### src/rtl/range_enc_pkg.sv
// Shared constants and types for the range rule stage encoder.
package range_enc_pkg;
    localparam int CW     = 4;
    localparam int STAGES = 4;
    localparam int W      = CW * STAGES;
    localparam int STG_W  = (STAGES > 1) ? $clog2(STAGES) : 1;

    localparam int SIG_PREFIX_EQ    = 3;
    localparam int SIG_LB_TAIL_ZERO = 2;
    localparam int SIG_UB_TAIL_MAX  = 1;
    localparam int SIG_LAST         = 0;

    typedef enum logic {
        IDLE = 1'b0,
        EMIT = 1'b1
    } state_e;
endpackage

### src/rtl/range_sig_gen.sv
// Per-stage signature: prefix equality above the stage, lb/ub tail shape below it.
module range_sig_gen
    import range_enc_pkg::*;
(
    input  logic [W-1:0]     lb,
    input  logic [W-1:0]     ub,
    input  logic [STG_W-1:0] stage,
    output logic [3:0]       sig
);
    // Packed element STAGES-1 is the MSB chunk, i.e. stage 0.
    logic [STAGES-1:0][CW-1:0] lb_c, ub_c;
    assign lb_c = lb;
    assign ub_c = ub;

    always_comb begin
        sig                   = '0;
        sig[SIG_PREFIX_EQ]    = 1'b1;
        sig[SIG_LB_TAIL_ZERO] = 1'b1;
        sig[SIG_UB_TAIL_MAX]  = 1'b1;
        for (int j = 0; j < STAGES; j++) begin
            if (STG_W'(j) < stage) begin
                if (lb_c[STAGES-1-j] != ub_c[STAGES-1-j])
                    sig[SIG_PREFIX_EQ] = 1'b0;
            end else if (STG_W'(j) > stage) begin
                if (lb_c[STAGES-1-j] != '0)
                    sig[SIG_LB_TAIL_ZERO] = 1'b0;
                if (ub_c[STAGES-1-j] != '1)
                    sig[SIG_UB_TAIL_MAX] = 1'b0;
            end
        end
        sig[SIG_LAST] = (stage == STG_W'(STAGES - 1));
    end
endmodule

### src/rtl/range_stage_encoder.sv
// Splits a [lb, ub] range rule into MSB-first per-stage chunk beats with signatures.
module range_stage_encoder
    import range_enc_pkg::*;
#(
    parameter int IDW = 8
) (
    input  logic             clk,
    input  logic             rst,
    input  logic             in_valid,
    output logic             in_ready,
    input  logic [W-1:0]     in_lb,
    input  logic [W-1:0]     in_ub,
    output logic             out_valid,
    input  logic             out_ready,
    output logic [STG_W-1:0] out_stage,
    output logic [CW-1:0]    out_lbs,
    output logic [CW-1:0]    out_ubs,
    output logic [3:0]       out_sig,
    output logic             out_last,
    output logic [IDW-1:0]   out_id,
    output logic             err
);
    state_e                    state_q, state_d;
    logic [STG_W-1:0]          stage_q;
    logic [IDW-1:0]            id_q;
    logic [STAGES-1:0][CW-1:0] lb_q, ub_q;
    logic                      err_q;
    logic                      accept, bad_range, beat_fire, last_stage;
    logic [3:0]                sig;

    assign accept     = in_valid & in_ready;
    assign bad_range  = (in_lb > in_ub);
    assign beat_fire  = out_valid & out_ready;
    assign last_stage = (stage_q == STG_W'(STAGES - 1));

    always_ff @(posedge clk or negedge rst) begin
        if (!rst) state_q <= IDLE;
        else      state_q <= state_d;
    end

    always_comb begin
        state_d = state_q;
        case (state_q)
            IDLE:    if (accept && !bad_range) state_d = EMIT;
            EMIT:    if (beat_fire && last_stage) state_d = IDLE;
            default: state_d = IDLE;
        endcase
    end

    always_comb begin
        in_ready  = (state_q == IDLE);
        out_valid = (state_q == EMIT);
    end

    always_ff @(posedge clk or negedge rst) begin
        if (!rst) begin
            stage_q <= '0;
            id_q    <= '0;
            lb_q    <= '0;
            ub_q    <= '0;
            err_q   <= 1'b0;
        end else begin
            err_q <= accept & bad_range;
            if (accept) begin
                lb_q    <= in_lb;
                ub_q    <= in_ub;
                stage_q <= '0;
            end
            if (beat_fire) begin
                if (last_stage) id_q <= id_q + 1'b1;
                else            stage_q <= stage_q + 1'b1;
            end
        end
    end

    range_sig_gen u_sig (
        .lb    (lb_q),
        .ub    (ub_q),
        .stage (stage_q),
        .sig   (sig)
    );

    // Data outputs read as zero whenever no beat is presented.
    assign out_stage = out_valid ? stage_q : '0;
    assign out_lbs   = out_valid ? lb_q[STG_W'(STAGES - 1) - stage_q] : '0;
    assign out_ubs   = out_valid ? ub_q[STG_W'(STAGES - 1) - stage_q] : '0;
    assign out_sig   = out_valid ? sig : '0;
    assign out_last  = out_sig[SIG_LAST];
    assign out_id    = out_valid ? id_q : '0;
    assign err       = err_q;
endmodule

### config.mk
export PLATFORM = sky130hd
export DESIGN_NAME = range_stage_encoder
export DESIGN_NICKNAME = d
export VERILOG_FILES = /design/src/rtl/range_enc_pkg.sv /design/src/rtl/range_sig_gen.sv /design/src/rtl/range_stage_encoder.sv
export SDC_FILE = /design/constraint.sdc
export NUM_CORES = 1
export LEC_CHECK = 0
export ABC_CLOCK_PERIOD_IN_PS = 1580
export CAP_MARGIN = 20
export CORE_MARGIN = 3
export CORE_UTILIZATION = 40
export DETAILED_ROUTE_END_ITERATION = 8
export GPL_TIMING_DRIVEN = 0
export PLACE_DENSITY = 0.69
export SKIP_CTS_REPAIR_TIMING = 1
export SLEW_MARGIN = 0
export SYNTH_ARGS = -nofsm -noshare
export SYNTH_HDL_FRONTEND = slang
export SYNTH_SLANG_ARGS = --single-unit
### constraint.sdc
create_clock -name clk -period 1.58 [get_ports clk]
set_input_delay 0.316 -clock clk [delete_from_list [all_inputs] [get_ports clk]]
set_output_delay 0.316 -clock clk [all_outputs]
set_load 0.02 [all_outputs]
==> results list, run 1 <==
- The flow ran to the end, but the final reports show violations.
- The final reports fail on setup timing.
* Yosys reg bits: 44
* Worst flop-to-flop path startpoint: stage_q[1]
- For flop-to-flop paths, the worst setup slack is -0.02 ns.
- Clock skew on the completed layout was measured at 0.00666 ns.
- Diodes inserted: 0
* DRC Markers: 0
- Kind of start point of the critical path: flop
- Number of placed cells counting well taps: 374
- Highest achievable clock rate: 0.476 GHz
- For the worst flop-to-flop path, the logic depth is 8.
* Final setup fails: 23
- Setup repair after global routing missed its margin: true
* Root Buffer: clkbuf_8
- Number of core rows: 29
* Sum of negative setup slack: -5.84 ns
- Number of maximum-capacitance constraint violations: 0
- Final routed wirelength across all metal layers: 7360 microns
* Max-slew headroom at the worst pin: 75.5%
* Summed area of non-filler cells in the final layout: 4080 sq um
- The die covers 7710 sq um.
- Number of iterations in the first detailed-routing pass: 4
- Net count after synthesis: 291
- Actual transition at the worst max-transition pin: 0.363 ns
* DR WL/cell: 18.3 microns
- Post-synthesis instance area: 2680 sq um
- Launch instance of the worst min-delay path: in_ub[14]
- After synthesis, the netlist uses 33 different library cells.
- During synthesis, Yosys emitted a total of 0 warnings.
* Num CTS Buffers: 5
* Area overhead of the layout relative to synthesis: 52.3%
* Clk sinks: 44
- Once detail routing completed, the nets flagged for antenna violations numbered 0.
- At the worst endpoint, the required time is 1.26 ns.
- Crit Reg-Reg Endpoint: id_q[7]
- End of the worst hold path: ub_q[14]
* Half-perimeter wire length after placement: 5260 microns
* WS Path Type: reg -> out
- The worst path uses 133% of the clock period.
- Final weighted congestion of routability-driven global placement: 0.877
* Pin count of the biggest net entering global routing: 40
- 62 I/O pins were placed.
- Min setup slack post-route: -0.522 ns
* Placement Setup Slack: -1.01 ns
- Clock latency on the worst-skew pair, taken at its later pin, is 0.30 ns.
- Number of antenna violations at the first check in global routing: 0
- STA classifies the critical path endpoint as an output port.
* Mapped Cells: 235
- Non-Filler Instances: 402
* X dimension of the die: 87.8 microns
- Count of input and output buffers: 61
* Global-route wire length before repair: 10,900 microns
- Dividing total power by cell area gives a power density of 1800 nW/um^2.
* VDD IR max: 1.28 mV
- The core region is 6420 sq um.
* Placed cell areas: 3460 sq um
- Hold Fails Final Rpt: 0
- Summed over all cells, the static leakage comes to 1.93 nW.
- The worst hold path was traced through 2 stages.
- The final route contains 2,155 vias.
- CTS tree: done
- The die is 87.8 microns tall.
* Maximum root-to-sink buffer count: 2
* Classification of the worst-slack hold path: in -> reg
- The routed design could run at a clock period as short as 2.10 ns.
* Register area share after synthesis: 41.1%
* Worst hold slack after final layout: 0.235 ns
- The max-slew violation total from the final report was 0.
- Worst endpoint data arrival time: 1.79 ns
- Number of global-route vias before repair: 2,102
* Fin nets: 381
- Level count of the clock H-tree: 2
* Overflow after GRT: 0
- Starting Density: 41.7%
- Via count normalized by instance count: 5.36
- Mean area per synthesized cell: 11.4 sq um
- Total Routing Usage GR: 18.9%
* Critical path fanouts, max: 4
- Clock slew at the register clock pins of the worst setup and hold paths: 0.09 ns
- In the final layout, the share of cells above drive strength 1 is 55.1%.
- DR iter-0 viols: 129
==> placed cells by master (no fill, tap or decap), types with 2 or more instances in the layout <==
master / netlist / routed
a21oi_2: 0 / 2
nor2b_1: 3 / 2
buf_12: 0 / 2
inv_2: 0 / 9
nand3_4: 0 / 2
o21ai_0: 5 / 3
mux4_2: 8 / 8
dlymetal6s2s_1: 0 / 20
nor2_1: 8 / 4
dfrtp_2: 0 / 4
mux2_2: 33 / 33
ha_1: 20 / 7
nor2_4: 0 / 4
inv_1: 20 / 8
xor2_1: 11 / 11
clkdlybuf4s50_1: 0 / 5
ha_4: 0 / 13
nor3_2: 0 / 2
buf_2: 3 / 6
nand3_1: 4 / 2
and2_1: 17 / 7
nand4_1: 7 / 7
clkbuf_2: 0 / 17
and2_4: 0 / 10
buf_4: 4 / 14
a21oi_1: 9 / 7
buf_6: 0 / 26
xnor2_1: 9 / 8
nand2_1: 7 / 4
dfrtp_1: 44 / 40
nand2_2: 0 / 2
clkbuf_8: 0 / 7
==> stage by stage <==
stage | util (%) | power [mW]
global route | 63.5 | 7.77
global placement | 53.7 | 5.82
CTS | 55.4 | 6.67
floorplan | - | 4.52
finish | 63.5 | 7.35
detailed placement | 53.9 | 5.89
==> critical path, cell delays in order, from the launching register on <==
cell	delay [ns]
dfrtp_2	0.44
or4_4	0.56
a311oi_4	0.33
buf_6	0.16
==> registers in the layout, indices dropped and copies added, names as in the netlist <==
signal / count
out_valid: 1
id_q: 8
stage_q: 2
ub_q: 16
lb_q: 16
err: 1
==> cells by family (layout without fill, tap and decap cells) <==
logic type      Yosys count  count (layout)  share of synthesized area (%)
compound gates           23              23                           5.42
fa+ha+maj                20              20                           9.34
simple gates             58              58                           12.2
mux                      41              41                           20.6
buf+inv                  29             119                           4.76
xor+xnor                 20              20                           6.54
flops                    44              44                           41.1
==> cell usage after synthesis <==
cell type / number / area [sq um]
nand2b_1: 1 / 6.26
a32o_1: 1 / 10.0
a21o_1: 1 / 7.51
nand4_1: 7 / 43.8
xor2_1: 11 / 96.3
dfrtp_1: 44 / 1100
nor2_2: 1 / 6.26
a21oi_1: 9 / 45.0
nor4_2: 1 / 12.5
nand3_2: 1 / 10.0
xnor2_1: 9 / 78.8
buf_2: 3 / 15.0
a41oi_1: 1 / 8.76
or4_1: 1 / 7.51
clkbuf_1: 2 / 7.51
nand3_1: 4 / 20.0
o31ai_1: 1 / 7.51
o21ai_0: 5 / 25.0
nand2_1: 7 / 26.3
nor2b_1: 3 / 18.8
inv_1: 20 / 75.1
and3_1: 2 / 12.5
nor3_1: 3 / 15.0
ha_1: 20 / 250
mux4_2: 8 / 180
a31oi_1: 1 / 6.26
nor4_1: 2 / 12.5
mux2_2: 33 / 372
nor2_1: 8 / 30.0
and2_1: 17 / 106
a311oi_1: 2 / 17.5
o41ai_1: 2 / 17.5
buf_4: 4 / 30.0
==> worst max path at each step <==
stage | start | to | slack, ns | cells after the start
CTS | stage_q[0] | out_sig[2] | -1.02 | 8
detailed placement | in_ub[15] | err | -1.01 | 8
finish | lb_q[9] | out_sig[2] | -0.52 | 3
global route | stage_q[1] | out_sig[3] | -0.58 | 7
floorplan | lb_q[8] | out_sig[2] | -0.07 | 2
global placement | rst | ub_q[10] | -1.03 | 1
==> report_power, final <==
group | switching (mW) | leakage, nW | internal [mW]
Combinational | 1.86 | 1.35 | 2.41
Clock | 0.391 | 0.0503 | 0.390
Sequential | 0.655 | 0.530 | 1.64
==> routing by layer <==
| metal | track usage [%] | vias up | share of wire (%) |
|---|---|---|---|
| met5 | 0 | - | 0 |
| met2 | 29.3 | 55 | 49 |
| met3 | 3.67 | 12 | 4.5 |
| met1 | 25.4 | 1077 | 45 |
| li1 | - | 1011 | - |
| met4 | 8.65 | 0 | 1.5 |
==> final cells by class <==
type | count | area [sq um]
plain buffers | 9 | 106
clock buffers | 7 | 96.3
fillers | 474 | 2340
inverters | 20 | 88.8
multi-input cells | 162 | 1800
flip-flops and latches | 44 | 1110
well taps | 77 | 96.3
repair buffers | 83 | 782
No activity file was read; power rests on OpenSTA's default activity.
==> run 2: changes to the inputs <==
Settings changed: ABC_AREA set to 1, PLACE_DENSITY 0.69 to 0.68.
==> run 2 against run 1 <==
  * The flow finishes with violations (hold timing, setup timing)
  * Combinational power rose by 3%
  * Sequential cell count unchanged
  * Final area up 3.7%
  * Fmax rose by 5.0%
  * Via count rose by 27%
  * Clock power down 5.8%
  * Count of clock-buffer cells in the layout is 1 lower
  * Sequential share of layout area decreased by 1.1 points
  * Critical endpoint unchanged
  * Hold slack lost 0.25 ns
==> results list, run 2 <==
* Kind of start point of the critical path: flop
* Layout Skew: 0.00322 ns (-0.00344 ns)
- Pwr Density: 1720 nW/um^2 (-4.6%)
- The wire length per cell was 14.7 microns (-20%).
- The critical path in this run is classified as reg -> out.
* Root Buffer: clkbuf_8
- Summed area of non-filler cells in the final layout: 4230 sq um (+3.7%)
- The synthesized cell area came to 2800 sq um (+4.7%).
- The yosys synthesis warning count is 0 (unchanged).
* Critical Path, Cell by Cell: buf_6, inv_4, buf_6, ha_4, nor2_4, nand2_1, a31oi_1, nor3_2, buf_4
- The number of nets in the finished design is 513 (+35%).
- The number of DRC violations after detailed-routing iteration 0 is 203 (+57%).
* R2R Setup Slk: 0.13 ns (+0.15 ns)
- The via count was 2,737 (+27%).
* Final routed wirelength across all metal layers: 8120 microns (+10%)
- Number of core rows: 29 (unchanged)
- Via count normalized by instance count: 4.97 (-7.3%)
- The count of antenna diodes in the layout is 0 (unchanged).
- Antenna viol nets, final: 0 (unchanged)
- The post-synthesis net count was 426 (+46%).
- The number of fill cells in the layout came to 587 (+24%).
* Setup repair after global routing missed its margin: true
- Ranked by instance count, the synthesized netlist is headed by 108 x nand2_1, 44 x dfrtp_1, 43 x inv_1.
- The total core area is 6570 sq um (+2.3%).
* Largest regs: lb_q x16, ub_q x16, id_q x8
- The area of the die came to 8050 sq um (+4.3%).
- The total of buffers placed on input and output ports is 61 (unchanged).
- The final cycle utilization of the critical path came to 127% (-6.3 points).
- The flip-flop and latch area came to 1100 sq um (-0.45%).
* Final weighted congestion of routability-driven global placement: 0.939 (+7.1%)
- Pin count of the biggest net entering global routing: 24 (-40%)
- The area growth from synthesis to layout is 50.8%.
* Dominant cell type by area after synthesis: dfrtp_1
* Worst flop-to-flop path startpoint: stage_q[1]
- Top-count cell post-synth: nand2_1
* Static leakage: 2.22 nW (+15%)
- Worst endpoint data arrival time: 1.69 ns (-0.10 ns)
* DRC Markers: 0 (unchanged)
- Maximum root-to-sink buffer count: 2 (unchanged)
- The peak supply drop is 1.68 mV (+32%).
- TritonCTS built the clock tree.
- The post-place instance area is 3580 sq um (+3.5%).
- The number of buffers added by the clock tree synthesis step is 5 (unchanged).
* Number of library cell types mapped by synthesis: 29 (-12%)
- The area of combinational cells with multiple inputs is 1760 sq um (-2.6%).
- The relative max-transition margin was 64.5% (-11 points).
- The maximum net fanout on the critical path is 6 (+2).
- The initial core utilization came to 42.7% (+0.98 points).
- Outcome: finished, violations left
- Number of antenna violations at the first check in global routing: 0 (unchanged)
- The number of top-level pins was 62 (unchanged).
* Share of flip-flops with an asynchronous set or reset after synthesis: 100% (unchanged)
- The final hold violation count came to 21 (+21).
* Half-perimeter wire length after placement: 5740 microns (+9.1%)
* Min setup slack post-route: -0.422 ns (+0.0993 ns)
* Global-route wire length before repair: 12,200 microns (+12%)
- Prevailing post-synth register cell: dfrtp_1
- Counting stages on the worst path, the most repeated cell is buf_6.
- STA classifies the critical path endpoint as an output port.
* Total Routing Usage GR: 18.5% (-0.32 points)
- The mean instance size in the synthesized netlist came to 7.58 sq um (-34%).
* Count of flip-flops with a built-in enable after synthesis: 0 (unchanged)
* Most common cell after layout, fill and taps aside: nand2_1
* Main area contributors after synthesis: dfrtp_1 39%, nand2_1 14%, ha_1 8.9%
- Die extent in y: 89.7 microns (+2.2%)
- Commonest cells after routing, fill and taps aside: 90 x nand2_1, 44 x dfrtp_1, 28 x nor2_1
- Actual transition at the worst max-transition pin: 0.532 ns (+0.169 ns)
- The clock sink total came to 44 (unchanged).
* Share of post-route cells with drive strength above 1: 32.3% (-23 points)
- The maximum operating frequency was 0.499 GHz (+5.0%).
- The worst hold slack after final layout came to -0.0176 ns (-0.253 ns).
- The horizontal extent of the die was 89.7 microns (+2.2%).
* Skew-Pair Late Insertion Delay: 0.30 ns (about the same)
* PnR Total Power: 7.27 mW (-1.1%)
- The worst hold path belongs to the class in -> async.
- Number of maximum-capacitance constraint violations: 0 (unchanged)
* Level count of the clock H-tree: 2 (unchanged)
* Data required time of the critical path: 1.26 ns (about the same)
- Overflow after GRT: 0 (unchanged)
* Slowest cell on the critical path: dfrtp_1
- The final setup violation count came to 20 (-13%).
- The minimum period implied by the final worst setup slack was 2.00 ns (-0.0993 ns).
- Number of iterations in the first detailed-routing pass: 4 (unchanged)
* Number of global-route vias before repair: 2,493 (+19%)
* Placement Setup Slack: -0.655 ns (+0.353 ns)
- In this run the critical register-to-register path is captured at id_q[1].
* Violated checks: hold timing, setup timing
* Largest stage delay, worst path: 0.37 ns (-0.19 ns)
* Post-synth top area share: 39.3% (-1.8 points)
* Pins over their slew limit: 0 (unchanged)
- The clock edge transition at the registers on the reported setup and hold paths is 0.08 ns (about the same).
- Number of cell instances on the worst register-to-register path: 5 (-3)
* Launch point of the worst path: stage_q[0]
- The synthesis-stage register bit count was 44 (unchanged).
* Mapped Cells: 370 (+57%)
* Register area share after synthesis: 39.3% (-1.8 points)
[run 2: cell types whose count changed after synthesis, moves of 17 or more]
| cell | delta |
|---|---|
| and2_1 | -17 |
| inv_1 | +23 |
| mux2_2 | -32 |
| nand2_1 | +101 |
| nor2_1 | +24 |
| o21ai_0 | +29 |
[run 2: final cells by class]
| cell class | count | share of cell area, % |
|---|---|---|
| tap | 93 | 2.75 |
| timing repair buffer | 80 | 19.6 |
| clock inverter | 2 | 0.237 |
| inverter | 46 | 4.26 |
| sequential | 44 | 26.0 |
| multi-input combinational | 264 | 41.5 |
| clock buffer | 6 | 1.95 |
| buffer | 16 | 3.70 |
[run 2: kinds of logic (layout without fill, tap and decap cells)]
family	count (synthesis)	in the layout	share of synthesized area, %
flops	44	44	39.3
fa+ha+maj	20	20	8.92
compound gates	57	57	10.8
simple gates	167	167	24.9
mux	1	1	0.402
xor+xnor	19	19	5.93
buf+inv	62	150	9.77
[run 2: worst max-delay path: cells and delay by family (launching register included)]
family,cells,cell delay [ns]
compound gates,1,0.16
buf+inv,4,0.46
fa+ha+maj,1,0.16
flops,1,0.37
simple gates,3,0.24
[run 2: stage by stage]
step | util, % | TNS [ns] | instances
after floorplan | - | -0.413 | 370
after global placement | 54.2 | -53.96 | 524
after detailed placement | 54.6 | -11.02 | 525
after CTS | 56.0 | -18.66 | 533
after global routing | 64.4 | -5.57 | 551
final | 64.4 | -4.30 | 551
[run 2: worst max-delay path by stage]
| stage | to | slack (ns) | cells after the start |
|---|---|---|---|
| 3_3_place_gp | err | -0.98 | 1 |
| 2_1_floorplan | out_lbs[0] | -0.05 | 4 |
| 4_1_cts | out_sig[1] | -1.01 | 9 |
| 5_1_grt | out_sig[2] | -0.49 | 9 |
| 6_report | out_sig[2] | -0.42 | 9 |
| 3_5_place_dp | out_sig[1] | -0.65 | 9 |
[run 2: metal layers]
| layer | wire length [microns] | part of all wire, % | GRT usage (%) |
|---|---|---|---|
| met4 | 76 | 0.94 | 4.60 |
| met3 | 486 | 6.0 | 4.01 |
| met1 | 3640 | 45 | 26.4 |
| met5 | 0 | 0 | 0 |
| met2 | 3920 | 48 | 28.8 |
[run 2: report_power, final]
part / internal, mW / switching [mW]
registers: 1.59 / 0.536
clock network: 0.349 / 0.387
logic: 2.06 / 2.34
total: 4.01 / 3.26
